[config.mk]
export PLATFORM = sky130hd
export DESIGN_NAME = alu_pipe
export DESIGN_NICKNAME = d
export VERILOG_FILES = /design/src/rtl/alu_pipe.sv
export SDC_FILE = /design/constraint.sdc
export NUM_CORES = 1
export LEC_CHECK = 0
export CAP_MARGIN = 10
export CORE_ASPECT_RATIO = 0.9
export CORE_MARGIN = 8
export CORE_UTILIZATION = 40
export DETAILED_ROUTE_END_ITERATION = 7
export GPL_TIMING_DRIVEN = 1
export PLACE_DENSITY = 0.68
export SYNTH_ARGS = -nofsm -noshare
export SYNTH_HDL_FRONTEND = slang
export SYNTH_SLANG_ARGS = --single-unit
export TNS_END_PERCENT = 100
[constraint.sdc]
create_clock -name clk -period 5.7 [get_ports clk]
set_input_delay 0.855 -clock clk [delete_from_list [all_inputs] [get_ports clk]]
set_output_delay 0.855 -clock clk [all_outputs]
set_load 0.02 [all_outputs]
[src/rtl/alu_pipe.sv]
// Registered ALU with valid/ready handshakes on both sides and a bit-serial
// shift-add multiplier; one operation is in flight at a time.
module alu_pipe #(
  parameter int WIDTH = 32,
  localparam int SHW = $clog2(WIDTH)
) (
  input  logic             clk,
  input  logic             reset,
  input  logic             in_valid,
  output logic             in_ready,
  input  logic [3:0]       op,
  input  logic [WIDTH-1:0] a,
  input  logic [WIDTH-1:0] b,
  output logic             out_valid,
  input  logic             out_ready,
  output logic [WIDTH-1:0] result,
  output logic [3:0]       flags,
  output logic             busy
);

  // Handshake: a transfer happens on a rising edge where valid && ready;
  // out_valid holds result/flags stable until out_ready is seen.
  localparam logic [0:0] ST_IDLE = 1'b0;
  localparam logic [0:0] ST_MUL  = 1'b1;
  localparam logic [3:0] OP_MUL  = 4'd13;
  localparam int         MSB     = WIDTH - 1;

  logic [0:0]       state;
  logic [SHW-1:0]   cnt;
  logic [WIDTH-1:0] mcand, mplier, acc;
  logic [WIDTH-1:0] mul_sum;
  logic             accept;

  logic [WIDTH-1:0] alu_r;
  logic             alu_c, alu_v;
  logic [WIDTH:0]   sum_w, diff_w, shl_w, shr_w, sra_w;
  logic [SHW-1:0]   shamt;

  assign in_ready = (state == ST_IDLE) && (!out_valid || out_ready);
  assign accept   = in_valid && in_ready;
  assign shamt    = b[SHW-1:0];
  assign mul_sum  = acc + (mplier[0] ? mcand : '0);

  // The extra bit on each shift captures the last bit shifted out as carry.
  always_comb begin
    sum_w  = {1'b0, a} + {1'b0, b};
    diff_w = {1'b0, a} + {1'b0, ~b} + (WIDTH+1)'(1);
    shl_w  = {1'b0, a} << shamt;
    shr_w  = {a, 1'b0} >> shamt;
    sra_w  = $signed({a, 1'b0}) >>> shamt;
    alu_r  = '0;
    alu_c  = 1'b0;
    alu_v  = 1'b0;
    case (op)
      4'd1:  alu_r = ~a;
      4'd2:  alu_r = a & b;
      4'd3:  alu_r = a | b;
      4'd4:  alu_r = a ^ b;
      4'd5:  alu_r = ~(a ^ b);
      4'd6: begin
        alu_r = sum_w[MSB:0];
        alu_c = sum_w[WIDTH];
        alu_v = (a[MSB] == b[MSB]) && (sum_w[MSB] != a[MSB]);
      end
      4'd7: begin
        alu_r = diff_w[MSB:0];
        alu_c = diff_w[WIDTH];
        alu_v = (a[MSB] != b[MSB]) && (diff_w[MSB] != a[MSB]);
      end
      4'd8:  {alu_c, alu_r} = shl_w;
      4'd9:  {alu_r, alu_c} = shr_w;
      4'd10: {alu_r, alu_c} = sra_w;
      4'd11: alu_r = {{(WIDTH-1){1'b0}}, ($signed(a) < $signed(b))};
      4'd12: alu_r = {{(WIDTH-1){1'b0}}, (a < b)};
      4'd14: alu_r = b;
      default: alu_r = '0;
    endcase
  end

  always_ff @(posedge clk or posedge reset) begin
    if (reset) begin
      state     <= ST_IDLE;
      result    <= '0;
      flags     <= '0;
      out_valid <= 1'b0;
      busy      <= 1'b0;
      cnt       <= '0;
      mcand     <= '0;
      mplier    <= '0;
      acc       <= '0;
    end else begin
      case (state)
        ST_IDLE: begin
          if (accept) begin
            if (op == OP_MUL) begin
              mcand     <= a;
              mplier    <= b;
              acc       <= '0;
              cnt       <= '0;
              busy      <= 1'b1;
              out_valid <= 1'b0;
              state     <= ST_MUL;
            end else begin
              result    <= alu_r;
              flags     <= {alu_r[MSB], (alu_r == '0), alu_c, alu_v};
              out_valid <= 1'b1;
            end
          end else if (out_valid && out_ready) begin
            out_valid <= 1'b0;
          end
        end
        default: begin
          acc    <= mul_sum;
          mcand  <= mcand << 1;
          mplier <= mplier >> 1;
          cnt    <= cnt + SHW'(1);
          if (cnt == SHW'(WIDTH - 1)) begin
            result    <= mul_sum;
            flags     <= {mul_sum[MSB], (mul_sum == '0), 2'b00};
            out_valid <= 1'b1;
            busy      <= 1'b0;
            state     <= ST_IDLE;
          end
        end
      endcase
    end
  end

endmodule

# == After elaboration in Yosys (flattened, before gate mapping) ==
# Cells that the tools add are included.
# totals
wordCells,100
regBits,140
in_bits,72
out_inout_bits,39
# classes
order_cmp,2
shift,3
mux,37
n_eq_ne,21
n_reduce_logical,16
add_sub_neg,5
bitwise_logic,7
# op_table
op,count
32-bit two-way mux,14
32-bit case mux with 13 select lines,1
32-bit inverter,3
32-bit by 32-bit adder with 33-bit output,2
32-bit logical NOT,2
32-bit < comparator,2
33-bit by 1-bit adder with 33-bit output (second input constant),1
32-bit by 5-bit << shifter with 33-bit output,1
33-bit by 5-bit right shift with 33-bit output,1
33-bit by 5-bit >>> shifter with 33-bit output,1
32-bit adder,1
32-bit AND,1
32-bit OR,1
32-bit bitwise XOR,1
4-bit == test (second input constant),7
4-bit by 3-bit == test with 1-bit output (second input constant),4
4-bit two-way mux,4
5-bit two-way mux,3
1-bit two-way mux,13
4-bit by 2-bit == test with 1-bit output (second input constant),2
3-bit AND reduction,2
5-bit by 1-bit adder with 5-bit output (second input constant),1
5-bit == test (second input constant),1
1-bit logical AND,5
13 further kinds,17

# == Longest topological paths before layout ==
# depth
word_depth,9
ltp_mapped,20
depth_no_buf,14

# == Least setup slack after synthesis ==
# Ideal clock, no wire load.
# synth_path
path_kind,input to register
from,input port b[2]
to,register flags[2]
n_path_buf,7
arrival_ns,5.812
setup_slack_ns,-0.178
path_stages,20
t_required_ns,5.635
setup_time_ns,0.065
path_cell_list,buf_6 buf_2 inv_2 buf_2 buf_1 clkbuf_1 buf_1 ha_1 clkbuf_1 a21o_1 o2111ai_1 a21oi_1 a211o_1 xor2_1 a211o_1 or4_1 or4_1 or4_1 nor4_2 a31o_1
# synth_between
elab_chain_len,8
word_cells_on_any_way,18
cone_classes,add/sub (3); order compare (2); shift (3); mux (4); bitwise (5); reduce/logical (1)
# synth_rtl
element,line_no,text
start: declaration,13,"input logic [WIDTH-1:0] b,"
32-bit inverter,47,"diff_w = {1'b0, a} + {1'b0, ~b} + (WIDTH+1)'(1);"
32-bit by 32-bit adder with 33-bit output,47,
33-bit by 1-bit adder with 33-bit output,47,
32-bit case mux with 13 select lines *,54,case (op)
32-bit logical NOT *,105,"flags <= {alu_r[MSB], (alu_r == '0), alu_c, alu_v};"
4-bit two-way mux *,95,if (op == OP_MUL) begin
4-bit two-way mux *,94,if (accept) begin
4-bit two-way mux *,92,case (state)
end signal: assignment,105,
end signal: assignment,119,"flags <= {mul_sum[MSB], (mul_sum == '0), 2'b00};"
end: declaration,17,"output logic [3:0] flags,"
# Mark *: on every way between the ends. The rest lies on a longest branch, timed or not. The select of a mux whose other input is x is not followed.
# A chain may end at the register's enable or synchronous reset.

# == Worst setup path in the final report ==
# layout_path
from,input port a[0]
to,register flags[2]
# layout_between
elab_chain_len,7
word_cells_on_any_way,18
cone_classes,add/sub (3); order compare (2); shift (3); mux (4); bitwise (5); reduce/logical (1)
# layout_rtl
element,line_no,text
start: declaration,12,"input logic [WIDTH-1:0] a,"
32-bit by 32-bit adder with 33-bit output or 32-bit bitwise XOR (tied branches),"47, 58, 59",
33-bit by 1-bit adder with 33-bit output or 32-bit inverter (tied branches),"47, 59",
32-bit case mux with 13 select lines *,54,
32-bit logical NOT *,105,
4-bit two-way mux *,95,
4-bit two-way mux *,94,
4-bit two-way mux *,92,
# Marks and branches as above.

==> results.sh <==
export IMPL_outcome="complete, no violations"
export IMPL_synth_cells=2583
export IMPL_ios=111
export IMPL_max_slew_margin_pct=19.9
export IMPL_critPathMaxStageDelay_ns=0.74
export IMPL_synth_seq_cells=139
export IMPL_vdd_ir_drop_max_mv=0.424
export IMPL_drv_slew=0
export IMPL_avgSynthCellArea_um2=7.64
export IMPL_htreeDepth=4
export IMPL_insertion_delay_ns=0.49
export IMPL_syn_cell_area_mm2=0.0197
export IMPL_placed_cell_area_mm2=0.0230
export IMPL_cts_sinks=139
export IMPL_rsz0062_at_grt="no"
export IMPL_io_buffers=110
export IMPL_cts_root_buffer="clkbuf_16"
export IMPL_end_kind="flip-flop"
export IMPL_holdPathEnd="busy$_DFFE_PP0P_"
export IMPL_clk_pin_slew_ns=0.07
export IMPL_synth_most_common_cell="nor2_1"
export IMPL_synth_area_leaders="dfrtp_1 (18%), ha_1 (8.9%), mux4_2 (6.8%)"
export IMPL_cp_data_required_time_ns=6.12
export IMPL_hp_class="reg -> reg"
export IMPL_vias=23700
export IMPL_yosysWarnings=0
export IMPL_layout_setup_ws_ns=0.308
export IMPL_synth_nets=2799
export IMPL_n_fill_cell=4949
export IMPL_ys_seq_area_share_pct=17.6
export IMPL_drc_errors=0
export IMPL_synthArstFlopShare_pct=100
export IMPL_track_usage_pct=38.8
export IMPL_r2r_cells=15
export IMPL_hold_viol_final=0
export IMPL_clockBufferDepth=2
export IMPL_grt_max_degree=107
export IMPL_worst_path_most_repeated_cell="buf_4"
export IMPL_setup_violations=0
export IMPL_dpl_hpwl_um=88500
export IMPL_cp_cell_sequence="clkdlybuf4s50_1, buf_4, ha_1, inv_1, fa_1, nand2b_1, a211oi_1, buf_4, o21ai_0, buf_4, a2111oi_0, buf_4, o32ai_1, a311o_1, o31ai_1, buf_4, nand2b_1, or4_1, nor4_2, a31o_1"
export IMPL_gp_congestion=1.07
export IMPL_seqCellArea_mm2=0.00348
export IMPL_fmax_mhz=185
export IMPL_leakage_nw=9.91
export IMPL_worstSetupStartpoint="a[0]"
export IMPL_vias_per_cell=6.91
export IMPL_synth_top_area_share_pct=17.6
export IMPL_die_area_mm2=0.0567
export IMPL_whs_path_depth=2
export IMPL_cap_violations=0
export IMPL_final_area_mm2=0.0236
export IMPL_crit_path_start_kind="input pin"
export IMPL_min_period_ns=5.39
export IMPL_gr_total_overflow=0
export IMPL_r2r_setup_slack_ns=0.92
export IMPL_grt_pass1_wl_um=162000
export IMPL_fin_nets=2992
export IMPL_cts_made_buffers=17
export IMPL_r2r_end="flags[2]$_DFFE_PP0P_"
export IMPL_die_h_um=227
export IMPL_hp_start="busy$_DFFE_PP0P_"
export IMPL_cts_hold_buf=0
export IMPL_start_util_pct=40.3
export IMPL_synth_flop_cell="dfrtp_1"
export IMPL_cp_max_fo=6
export IMPL_die_w_um=250
export IMPL_layout_drive_gt1_share_pct=16.4
export IMPL_multi_input_comb_area_mm2=0.0149
export IMPL_worst_pin_slew_ns=1.20
export IMPL_cts_resized=0
export IMPL_finalSetupTns_ns=0
export IMPL_slowest_stage="a2111oi_0"
export IMPL_power_w=0.00962
export IMPL_skew_ns=0.0148
export IMPL_dr_pass1_iters=8
export IMPL_dp_slack_ns=0.0654
export IMPL_synth_edf_count=0
export IMPL_ys_top_cells_by_count="nor2_1 (311), nand2_1 (217), a21oi_1 (177)"
export IMPL_wirelength_um=113000
export IMPL_post_route_util_pct=48.3
export IMPL_antenna_found_initial=7
export IMPL_synth_top_area_cell="dfrtp_1"
export IMPL_regToRegStartpoint="mcand[0]$_DFFE_PP0P_"
export IMPL_wl_per_cell_um=33.1
export IMPL_ant_nets=0
export IMPL_drt_iter0_drc=3663
export IMPL_core_area_mm2=0.0489
export IMPL_power_density_mw_per_mm2=407
export IMPL_ys_types=90
export IMPL_rows=77
export IMPL_cts_setup_buffers=0
export IMPL_first_global_vias=22500
export IMPL_tritoncts="built"
export IMPL_crit_type="in -> reg"
export IMPL_fin_crit_sh_pct=94.6
export IMPL_area_growth_pct=19.6
export IMPL_crit_arrival_ns=5.82
[sequential cells by signal, summed over array words and instances (netlist names)]
signal,cells
acc,32
busy,1
cnt,5
flags,3
mcand,32
mplier,32
out_valid,1
result,32
state,1
[how the worst max path moves through the flow]
stage	end	slack, ns	cells after the start
final	flags[2]$_DFFE_PP0P_	0.31	20
after global routing	flags[2]$_DFFE_PP0P_	0.21	20
after global placement	flags[2]$_DFFE_PP0P_	0.08	20
after detailed placement	flags[2]$_DFFE_PP0P_	0.07	20
after CTS	flags[2]$_DFFE_PP0P_	0.51	20
after floorplan	flags[2]$_DFFE_PP0P_	0.08	20
[critical path: cells and delay by family]
family	cells	cell delay, ns
AND/OR/NAND/NOR	4	0.94
AO/OA/AOI/OAI	7	1.83
adder cells (fa/ha/maj)	2	0.62
buffers and inverters	7	1.56
[power breakdown]
part / leakage [nW] / switching, W / total [W] / internal [W]
Sequential: 1.55 / 0.000329 / 0.00179 / 0.00146
Clock: 0.299 / 0.000561 / 0.00120 / 0.000637
Combinational: 8.07 / 0.00418 / 0.00663 / 0.00245
Total: 9.91 / 0.00507 / 0.00962 / 0.00455
[layout by cell type (no fill, tap or decap), drive strengths merged, types with 26 or more instances in the layout]
cell type	n
nand2	217
a21oi	177
inv	113
nor3	58
nor2	311
nand3	59
o21ai	137
mux4	62
a22oi	41
xor2	26
and2	52
o22ai	84
a211oi	41
buf	294
ha	141
dfrtp	139
mux2	37
xnor2	31
clkdlybuf4s50	104
o211ai	35
mux2i	94
[metrics by stage]
step,hold WS (ns),instances
after floorplan,0.449,2583
after global placement,0.468,3389
after detailed placement,0.477,3389
after CTS,0.493,3421
after global routing,0.505,3421
final,0.489,3423
[kinds of logic (layout without fill, tap and decap cells)]
| kind of cell | count (synthesis) | after routing | synth area share [%] |
|---|---|---|---|
| other | 0 | 2 | 0 |
| adder cells (fa/ha/maj) | 144 | 144 | 9.24 |
| buffers and inverters | 332 | 538 | 6.82 |
| AND/OR/NAND/NOR | 878 | 878 | 20.8 |
| multiplexers | 193 | 193 | 14.0 |
| XOR/XNOR | 57 | 57 | 2.53 |
| AO/OA/AOI/OAI | 840 | 840 | 29.0 |
| flip-flops | 139 | 139 | 17.6 |
[final cells by class]
class	instances	area share (%)
clock inverters	14	0.715
multi-input cells	2112	63.2
inverters	108	1.74
flip-flops and latches	139	14.7
diodes	2	0.0212
well taps	632	3.35
repair buffers	398	14.4
clock buffers	18	1.86
[metal layers]
metal / vias to the layer above / share of wire (%) / wire [um] / global-route usage (%)
li1: 10000 / - / - / -
met1: 11600 / 43 / 48500 / 54.4
met2: 1655 / 40 / 45300 / 55.0
met3: 338 / 12 / 13500 / 10.6
met4: 6 / 5.2 / 5830 / 17.4
met5: - / 0.033 / 37 / 0
No activity file was read; power rests on OpenSTA's default activity.
